===== config.mk =====
export PLATFORM = sky130hd
export DESIGN_NAME = sifive_hart_dcache_req_arbiter
export DESIGN_NICKNAME = d
export VERILOG_FILES = /design/src/rtl/sifive_hart_dcache_req_arbiter.sv
export SDC_FILE = /design/constraint.sdc
export NUM_CORES = 1
export LEC_CHECK = 0
export ABC_AREA = 1
export CAP_MARGIN = 20
export CORE_AREA = 8 8 139 141
export DETAILED_ROUTE_END_ITERATION = 6
export DIE_AREA = 0 0 147 149
export GPL_TIMING_DRIVEN = 0
export PLACE_DENSITY = 0.78
export REMOVE_ABC_BUFFERS = 1
export SLEW_MARGIN = 10
export SYNTH_ARGS = -nofsm -noshare
export SYNTH_HDL_FRONTEND = slang
export SYNTH_SLANG_ARGS = --single-unit

===== constraint.sdc =====
create_clock -name clock -period 3.5 [get_ports clock]
set_input_delay 0.35 -clock clock [delete_from_list [all_inputs] [get_ports clock]]
set_output_delay 0.35 -clock clock [all_outputs]
set_load 0.01 [all_outputs]

===== src/rtl/sifive_hart_dcache_req_arbiter.sv =====
// Round-robin arbiter sharing the hart data-cache request port among NREQ requesters, with ID pool and fence serialization.
// Optional debug scope outputs are enabled by defining SIFIVE_DCACHE_ARB_SCOPE_EN.
module sifive_hart_dcache_req_arbiter #(
  parameter int NREQ  = 2,
  parameter int NSLOT = 8
) (
  input  logic                clock,
  input  logic                reset,
  input  logic [NREQ-1:0]     req_valid,
  output logic [NREQ-1:0]     req_ready,
  input  logic [NREQ*32-1:0]  req_addr,
  input  logic [NREQ*4-1:0]   req_wmask,
  input  logic [NREQ*32-1:0]  req_wdata,
  input  logic [NREQ*5-1:0]   req_cmd,
  input  logic [NREQ-1:0]     req_signed,
  input  logic [NREQ*2-1:0]   req_size,
  output logic                cache_req_valid,
  input  logic                cache_req_ready,
  output logic [31:0]         cache_req_addr,
  output logic [3:0]          cache_req_wmask,
  output logic [31:0]         cache_req_wdata,
  output logic [4:0]          cache_req_cmd,
  output logic                cache_req_signed,
  output logic [1:0]          cache_req_size,
  output logic [6:0]          cache_req_id,
  input  logic                cache_resp_valid,
  input  logic [6:0]          cache_resp_id,
  output logic [NREQ-1:0]     resp_valid,
  output logic [6:0]          outstanding,
  output logic                id_err
`ifdef SIFIVE_DCACHE_ARB_SCOPE_EN
  ,
  output logic                scope_valid,
  output logic [31:0]         scope_addr,
  output logic [3:0]          scope_wmask,
  output logic [31:0]         scope_wdata,
  output logic [6:0]          scope_id,
  output logic [4:0]          scope_cmd,
  output logic                scope_signed,
  output logic [1:0]          scope_size
`endif
);
  localparam int IW = (NREQ > 2) ? 2 : 1;
  localparam int SW = $clog2(NSLOT);
  localparam logic [6:0] NSLOT7 = 7'(NSLOT);

  typedef enum logic [1:0] {S_RUN, S_DRAIN, S_FENCE} state_t;

  state_t           r_state, w_state_nxt;
  logic [NSLOT-1:0] r_slot_used;
  logic [IW-1:0]    r_slot_owner [NSLOT];
  logic [6:0]       r_count;
  logic [IW-1:0]    r_ptr, r_drain_idx;
  logic [SW-1:0]    r_fence_slot;
  logic             r_out_valid, r_id_err;

  logic             w_win_any, w_free_any, w_resp_ok, w_space, w_grant, w_drain_set;
  logic [IW-1:0]    w_win_idx, w_gnt_idx;
  logic [SW-1:0]    w_free_idx, w_resp_idx;
  logic [4:0]       w_win_cmd;

  function automatic logic f_is_fence(input logic [4:0] cmd);
    return (cmd == 5'b00101) || (cmd == 5'b10100);
  endfunction

  function automatic logic [IW-1:0] f_next_ptr(input logic [IW-1:0] idx);
    return (idx == IW'(NREQ - 1)) ? '0 : idx + 1'b1;
  endfunction

  // Winner is the first valid requester at or after the round-robin pointer.
  always_comb begin
    w_win_any = 1'b0;
    w_win_idx = '0;
    for (int k = NREQ - 1; k >= 0; k--) begin
      if (req_valid[(int'(r_ptr) + k) % NREQ]) begin
        w_win_any = 1'b1;
        w_win_idx = IW'((int'(r_ptr) + k) % NREQ);
      end
    end
  end

  always_comb begin
    w_free_any = 1'b0;
    w_free_idx = '0;
    for (int s = NSLOT - 1; s >= 0; s--) begin
      if (!r_slot_used[s]) begin
        w_free_any = 1'b1;
        w_free_idx = SW'(s);
      end
    end
  end

  assign w_resp_idx = cache_resp_id[SW-1:0];
  assign w_resp_ok  = cache_resp_valid && (cache_resp_id < NSLOT7) && r_slot_used[w_resp_idx];
  assign w_space    = !r_out_valid || cache_req_ready;
  assign w_win_cmd  = req_cmd[w_win_idx*5 +: 5];

  always_comb begin
    w_state_nxt = r_state;
    w_grant     = 1'b0;
    w_gnt_idx   = w_win_idx;
    w_drain_set = 1'b0;
    case (r_state)
      S_RUN: begin
        if (w_win_any) begin
          if (f_is_fence(w_win_cmd)) begin
            if ((r_count != 7'd0) || r_out_valid) begin
              w_state_nxt = S_DRAIN;
              w_drain_set = 1'b1;
            end else begin
              w_grant     = 1'b1;
              w_state_nxt = S_FENCE;
            end
          end else if (w_free_any && w_space) begin
            w_grant = 1'b1;
          end
        end
      end
      S_DRAIN: begin
        // The fence winner captured on entry stays the winner while draining.
        w_gnt_idx = r_drain_idx;
        if (!req_valid[r_drain_idx]) begin
          w_state_nxt = S_RUN;
        end else if ((r_count == 7'd0) && !r_out_valid) begin
          w_grant     = 1'b1;
          w_state_nxt = S_FENCE;
        end
      end
      S_FENCE: begin
        if (w_resp_ok && (w_resp_idx == r_fence_slot)) w_state_nxt = S_RUN;
      end
      default: w_state_nxt = S_RUN;
    endcase
    if (reset) w_grant = 1'b0;
  end

  always_comb begin
    req_ready  = '0;
    resp_valid = '0;
    for (int i = 0; i < NREQ; i++) begin
      req_ready[i]  = w_grant && (w_gnt_idx == IW'(i));
      resp_valid[i] = !reset && w_resp_ok && (r_slot_owner[w_resp_idx] == IW'(i));
    end
  end

  always_ff @(posedge clock) begin
    if (reset) begin
      r_state      <= S_RUN;
      r_ptr        <= '0;
      r_drain_idx  <= '0;
      r_fence_slot <= '0;
      r_slot_used  <= '0;
      r_count      <= '0;
      r_out_valid  <= 1'b0;
      r_id_err     <= 1'b0;
    end else begin
      r_state <= w_state_nxt;
      if (w_drain_set) r_drain_idx <= w_win_idx;
      if (w_grant) begin
        r_ptr <= f_next_ptr(w_gnt_idx);
        r_slot_used[w_free_idx] <= 1'b1;
        if (w_state_nxt == S_FENCE) r_fence_slot <= w_free_idx;
      end
      if (w_resp_ok) r_slot_used[w_resp_idx] <= 1'b0;
      case ({w_grant, w_resp_ok})
        2'b10:   r_count <= r_count + 7'd1;
        2'b01:   r_count <= r_count - 7'd1;
        default: r_count <= r_count;
      endcase
      if (w_grant) r_out_valid <= 1'b1;
      else if (cache_req_ready) r_out_valid <= 1'b0;
      if (cache_resp_valid && !w_resp_ok) r_id_err <= 1'b1;
    end
  end

  always_ff @(posedge clock) begin
    if (w_grant) r_slot_owner[w_free_idx] <= w_gnt_idx;
  end

  // Output stage: payload and ID held until the cache takes them.
  always_ff @(posedge clock) begin
    if (reset) begin
      cache_req_addr   <= '0;
      cache_req_wmask  <= '0;
      cache_req_wdata  <= '0;
      cache_req_cmd    <= '0;
      cache_req_signed <= 1'b0;
      cache_req_size   <= '0;
      cache_req_id     <= '0;
    end else if (w_grant) begin
      cache_req_addr   <= req_addr[w_gnt_idx*32 +: 32];
      cache_req_wmask  <= req_wmask[w_gnt_idx*4 +: 4];
      cache_req_wdata  <= req_wdata[w_gnt_idx*32 +: 32];
      cache_req_cmd    <= req_cmd[w_gnt_idx*5 +: 5];
      cache_req_signed <= req_signed[w_gnt_idx];
      cache_req_size   <= req_size[w_gnt_idx*2 +: 2];
      cache_req_id     <= 7'(w_free_idx);
    end
  end

  assign cache_req_valid = r_out_valid;
  assign outstanding     = r_count;
  assign id_err          = r_id_err;

`ifdef SIFIVE_DCACHE_ARB_SCOPE_EN
  always_ff @(posedge clock) begin
    if (reset) begin
      scope_valid  <= 1'b0;
      scope_addr   <= '0;
      scope_wmask  <= '0;
      scope_wdata  <= '0;
      scope_id     <= '0;
      scope_cmd    <= '0;
      scope_signed <= 1'b0;
      scope_size   <= '0;
    end else begin
      scope_valid <= r_out_valid && cache_req_ready;
      if (r_out_valid && cache_req_ready) begin
        scope_addr   <= cache_req_addr;
        scope_wmask  <= cache_req_wmask;
        scope_wdata  <= cache_req_wdata;
        scope_id     <= cache_req_id;
        scope_cmd    <= cache_req_cmd;
        scope_signed <= cache_req_signed;
        scope_size   <= cache_req_size;
      end
    end
  end
`endif

endmodule


After elaboration in Yosys (flattened, before gate mapping)
Memory sizes are Yosys's and may differ from the RTL's.
Index checks and enable logic that the tools add are counted.
Word-level totals
  bits in registers: 103
  RAM bits: 8
  input port bits: 165
  logic and storage cells: 140
  memories kept: 1
Memory list
  r_slot_owner: depth 8, width 1, rd ports 1, clocked after Yosys merged registers in 0, write ports 1, RTL line 51  | logic [IW-1:0] r_slot_owner [NSLOT];
Cells by class
  $add $sub $neg: 4
  $mul: 2
  $lt $le $gt $ge: 9
  eq/ne operators: 8
  shifts and indexed selects: 6
  multiplexer cells: 64
  bitwise gates (word level): 6
  reduce and logical (&&, ||, !) cells: 25
Operators with widths (count)
  $shiftx A64 B7 Y32: 2
  $mux W1: 41
  $mux W3: 8
  $mux W8: 3
  $shiftx A10 B5 Y5: 2
  $pmux W7 S2: 1
  $logic_and A1 B1 Y1: 13
  $mux W2: 6
  $and A8 B8 Y8: 1
  $lt A3 B4 Y1 const B: 2
  $mul A1 B3 Y4 const B: 2
  $not A8 Y8: 1
  $or A8 B8 Y8: 1
  $shiftx A8 B4 Y4: 1
  $add A7 B1 Y7 const B: 1
  $logic_not A7 Y1: 1
  $lt A7 B4 Y1 const B: 1
  $reduce_bool A7 Y1: 1
  $sub A7 B1 Y7 const B: 1
  $demux W1 S3: 2
  $eq A2 B2 Y1 const B: 3
  $ge A3 B1 Y1 const B: 2
  $lt A1 B2 Y1 const B: 3
  $pmux W2 S3: 1
  other kinds (16): 24

Depth between registers and ports, before layout
  word-level depth: 19
  depth in mapped cells: 22

Worst setup path before layout
No wires, ideal clock.
  path type: register -> register
  start point: register r_count[2], in the netlist outstanding[2]
  end point: register r_count[4], in the netlist outstanding[4]
  setup time: 115 ps
  arrival: 2631 ps
  data required time: 3385 ps
  path slack: 754 ps
  stages on the path, launching flop included: 17
  buffers on the path: 2
  clock period less this slack: 2746 ps
  cell sequence: dfxtp_1 nor2_1 nand4_1 clkinv_1 nand3_2 nand2_2 nand2_4 buf_2 ha_1 buf_2 xor2_1 ha_1 or2_2 a31oi_1 xor2_1 o21ai_0 inv_1
On the way
  word-level cells in the longest chain between the ends: 9
  elaborated cells on any way between the ends: 17
RTL lines
  from (decl): RTL line 52  | logic [6:0] r_count;
  from (signal assigned): RTL line 166  | 2'b10: r_count <= r_count + 7'd1;
  from (signal assigned): RTL line 167  | 2'b01: r_count <= r_count - 7'd1;
  from (signal assigned): RTL line 168  | default: r_count <= r_count;
  $reduce_bool A7 Y1: RTL line 107  | if ((r_count != 7'd0) || r_out_valid) begin
  $logic_or A1 B1 Y1: RTL line 107
  $mux W1: RTL line 107
  $mux W1: RTL line 106  | if (f_is_fence(w_win_cmd)) begin
  $mux W1: RTL line 105  | if (w_win_any) begin
  $pmux W1 S2: RTL line 103  | case (r_state)
  $mux W1: RTL line 134  | if (reset) w_grant = 1'b0;
  $eq A2 B1 Y1 / $eq A2 B2 Y1 (equally long branches): RTL line 165  | case ({w_grant, w_resp_ok})
  $pmux W7 S2 / $reduce_bool A2 Y1 (equally long branches)
Several ways; a longest one is shown, not always the timed one.
A chain may end at the register's enable or synchronous reset.

Worst setup path in the final report
  start point: input req_valid[0]
  end point: register r_count[4], in the netlist outstanding[4]
On the way
  word-level cells in the longest chain between the ends: 15
  elaborated cells on any way between the ends: 25
RTL lines
  from (decl): RTL line 9  | input logic [NREQ-1:0] req_valid,
  $mux W1 (not written as such) (3 in a row): RTL line 75  | if (req_valid[(int'(r_ptr) + k) % NREQ]) begin
  $mux W1 (2 in a row): RTL line 75
  $mul A1 B3 Y4: RTL line 96  | assign w_win_cmd = req_cmd[w_win_idx*5 +: 5];
  $shiftx A10 B5 Y5: RTL line 96
  $eq A5 B3 Y1 / $eq A5 B5 Y1 (equally long branches): RTL line 63  | return (cmd == 5'b00101) || (cmd == 5'b10100);
  $logic_or A1 B1 Y1: RTL line 63
  $mux W1: RTL line 106
  $mux W1: RTL line 105
  $pmux W1 S2 (*): RTL line 103
  $mux W1 (*): RTL line 134
  $eq A2 B1 Y1 / $eq A2 B2 Y1 (equally long branches): RTL line 165
  $pmux W7 S2 / $reduce_bool A2 Y1 (equally long branches)
Mark *: on every way between the ends. The rest lies on a longest branch, timed or not. The select of a mux whose other input is x is not followed.

==> impl_metrics.toml <==
[critical_path]
crit_buf_inv = 2
crit_arrival_ns = 3.41
path_cells = "clkdlybuf4s50_1, nand2_1, nand2_1, nand3_1, nand2_1, nand2_1, nand3_2, nand2_4, nand2_8, ha_2, xor2_1, ha_1, or2_2, a31oi_1, xor2_1, o21ai_0, inv_1"
path_class = "input pin to register"
worst_setup_path_start_kind = "input pin"
critical-path-max-stage-delay_ns = 0.49
required_ns = 3.75
crit_path_top_delay_cell = "clkdlybuf4s50_1"
critPathCaptureType = "register"
cp_top_family = "simple AND/OR/NAND/NOR gates"
cp_max_fo = 42
crit_top_cell = "nand2_1"

[run]
maxCapViolations = 0

[placed_design]
io_buffers = 256
placed_area_um2 = 8380
hpwl_um = 13900
place_ws_ns = -0.637
gp_congestion = 0.865

[power]
power_leakage_uw = 0.00380
vdd_drop_max_mv = 0.234
p_per_area_nw_per_um2 = 387

[finish]
stdcell_area_um2 = 8730
fillers = 1667
final_cell_mix = "nand2_1 (457), clkdlybuf4s50_1 (253), dfxtp_1 (103), a21oi_1 (97), inv_1 (54)"
syn_to_final_growth_pct = 53.6
drive_above_1_share = 0.0319
multi_input_area_um2 = 2960
antenna_cells = 0
post-route-util = 0.512
nNetsFinal = 1293
ff_latch_area_um2 = 2300
final_common_cell = "nand2_1"

[die]
fp.dieH_um = 149
fp-row-count = 48
initial_core_util = 0.333
ios = 261
chipWidth_um = 147
coreArea_um2 = 17100
die_area_um2 = 21900

[global_routing]
grt_max_degree = 84
grt.total_usage = 0.171
antenna_found_initial = 0
grt_pass1_wl_um = 30500
grt-ovfl-total = 0
grt_pass1_vias = 5957

[logic_synthesis]
syn_area_per_cell_um2 = 6.30
syn_area_um2 = 5680
ys_async_sr_fraction = 0
synth_edf_count = 8
yosys_warnings = 0
ys_seq_area_frac = 0.405
synthCells = 902
ys.flop_type = "dfxtp_1"
ys_seq_elements = 111
synth_cell_type_count = 37

[timing]
worst_slew_pin_slew_ns = 0.874
rsz0062_at_grt = "false"
min_period_ns = 3.16
fin_setup_tns_ns = 0
clock_skew_ns = 0.0120
fmax_mhz = 316
finalHoldViolCount = 0
period_share = 0.903
slew_headroom = 0.416
setup_viol = 0
layout_setup_ws_ns = 0.338
drv_slew = 0

[drt]
vias = 6173
detail_route.wirelength_um = 19300
drc = 0
first_pass_iters = 5
wire_per_inst_um = 14.2
via_per_inst = 4.56
antenna_left = 0
drt_iter0_drc = 381

[clock_network]
cts_buffers = 9
cts_hold_buffers = 0
post_cts_buffers = 0
clock_latency_ns = 0.36
clockBufferDepth = 2
clk_pin_slew_worst_paths_ns = 0.07
cts_tree = "yes"
htree_num_levels = 3
cts.sinks = 111
root_buffer = "clkbuf_16"

[outcome]
status = "finished, final reports clean"

[worst_hold_path]
hold_class = "register to register"
[layer usage]
layer | track usage | vias to the layer above | wire (um)
li1 | - | 3244 | -
met1 | 0.182 | 2707 | 7600
met2 | 0.291 | 194 | 9210
met3 | 0.0822 | 28 | 2060
met4 | 0.0617 | 0 | 403
met5 | 0 | - | 0
[final cells by class]
type	instances	share of cell area
tap	225	0.0323
clock buffer	12	0.0320
multi-input combinational	687	0.340
sequential	111	0.264
timing repair buffer	260	0.304
clock inverter	4	0.00387
inverter	56	0.0244
[cells in the mapped netlist (4+ instances only)]
library cell | n | share of area
nand2_1 | 458 | 0.30
clkbuf_1 | 19 | 0.013
nand3_1 | 16 | 0.014
inv_1 | 54 | 0.036
buf_2 | 22 | 0.019
nor2_1 | 45 | 0.030
xor2_1 | 6 | 0.0092
a21oi_1 | 97 | 0.085
o21ai_0 | 26 | 0.023
buf_4 | 5 | 0.0066
dfxtp_1 | 103 | 0.36
xnor2_1 | 5 | 0.0077
nor3_1 | 4 | 0.0035
edfxtp_1 | 8 | 0.042
[stage by stage]
stage / power [uW] / cells / hold WS (ns)
after floorplan: 1830 / 853 / 0.419
after global routing: 3580 / 1355 / 0.479
after detailed placement: 2330 / 1338 / 0.455
final: 3380 / 1355 / 0.464
after global placement: 2320 / 1334 / 0.450
after CTS: 3420 / 1354 / 0.466
[state kept, by name, indices dropped and copies added, names as in the netlist]
| name | flops |
|---|---|
| r_slot_owner | 8 |
| r_state | 2 |
| cache_req_signed | 1 |
| cache_req_cmd | 5 |
| r_drain_idx | 1 |
| cache_req_id | 3 |
| id_err | 1 |
| cache_req_size | 2 |
| cache_req_valid | 1 |
| cache_req_wmask | 4 |
| cache_req_addr | 32 |
| r_slot_used | 8 |
| cache_req_wdata | 32 |
| r_ptr | 1 |
| outstanding | 7 |
| r_fence_slot | 3 |
[worst reg2reg max path: stages, from the launching register on]
cell	delay, ns
dfxtp_1	0.36
nor2_1	0.13
nand4_1	0.22
clkinv_1	0.13
nand3_2	0.13
nand2_4	0.21
nand2_8	0.22
ha_2	0.37
xor2_1	0.18
ha_1	0.20
or2_2	0.33
a31oi_1	0.20
xor2_1	0.08
o21ai_0	0.15
inv_1	0.05
[path summary, 6_finish.rpt]
path	from	end	slack (ns)	cells after the start
setup / recovery	req_valid[0]	outstanding[4]$_SDFFE_PP0P_	0.34	17
hold / removal	cache_req_addr[5]$_SDFFE_PP0P_	cache_req_addr[5]$_SDFFE_PP0P_	0.46	2
hold reg to reg	cache_req_addr[5]$_SDFFE_PP0P_	cache_req_addr[5]$_SDFFE_PP0P_	0.46	2
setup reg to reg	outstanding[4]$_SDFFE_PP0P_	outstanding[4]$_SDFFE_PP0P_	0.44	14
[power by group]
| group | switching (uW) | internal (uW) | total, uW |
|---|---|---|---|
| clock | 500 | 577 | 1080 |
| sequential | 52.2 | 1370 | 1420 |
| combinational | 442 | 444 | 886 |
[repair_timing]
item	in CTS	in global routing
gates cloned	0	1
gates resized for setup	2	6
endpoints found under the setup margin	5	6
endpoints found under the hold margin	0	0
[cell families after synthesis]
group,synth area share
AOI/OAI and AO/OA,0.119
buffers and inverters,0.0835
adders and majority gates,0.00661
xor gates and xnor gates,0.0170
other,0.000660
and+or+nand+nor,0.368
DFF,0.405
Power figures use the tool's default switching activity.
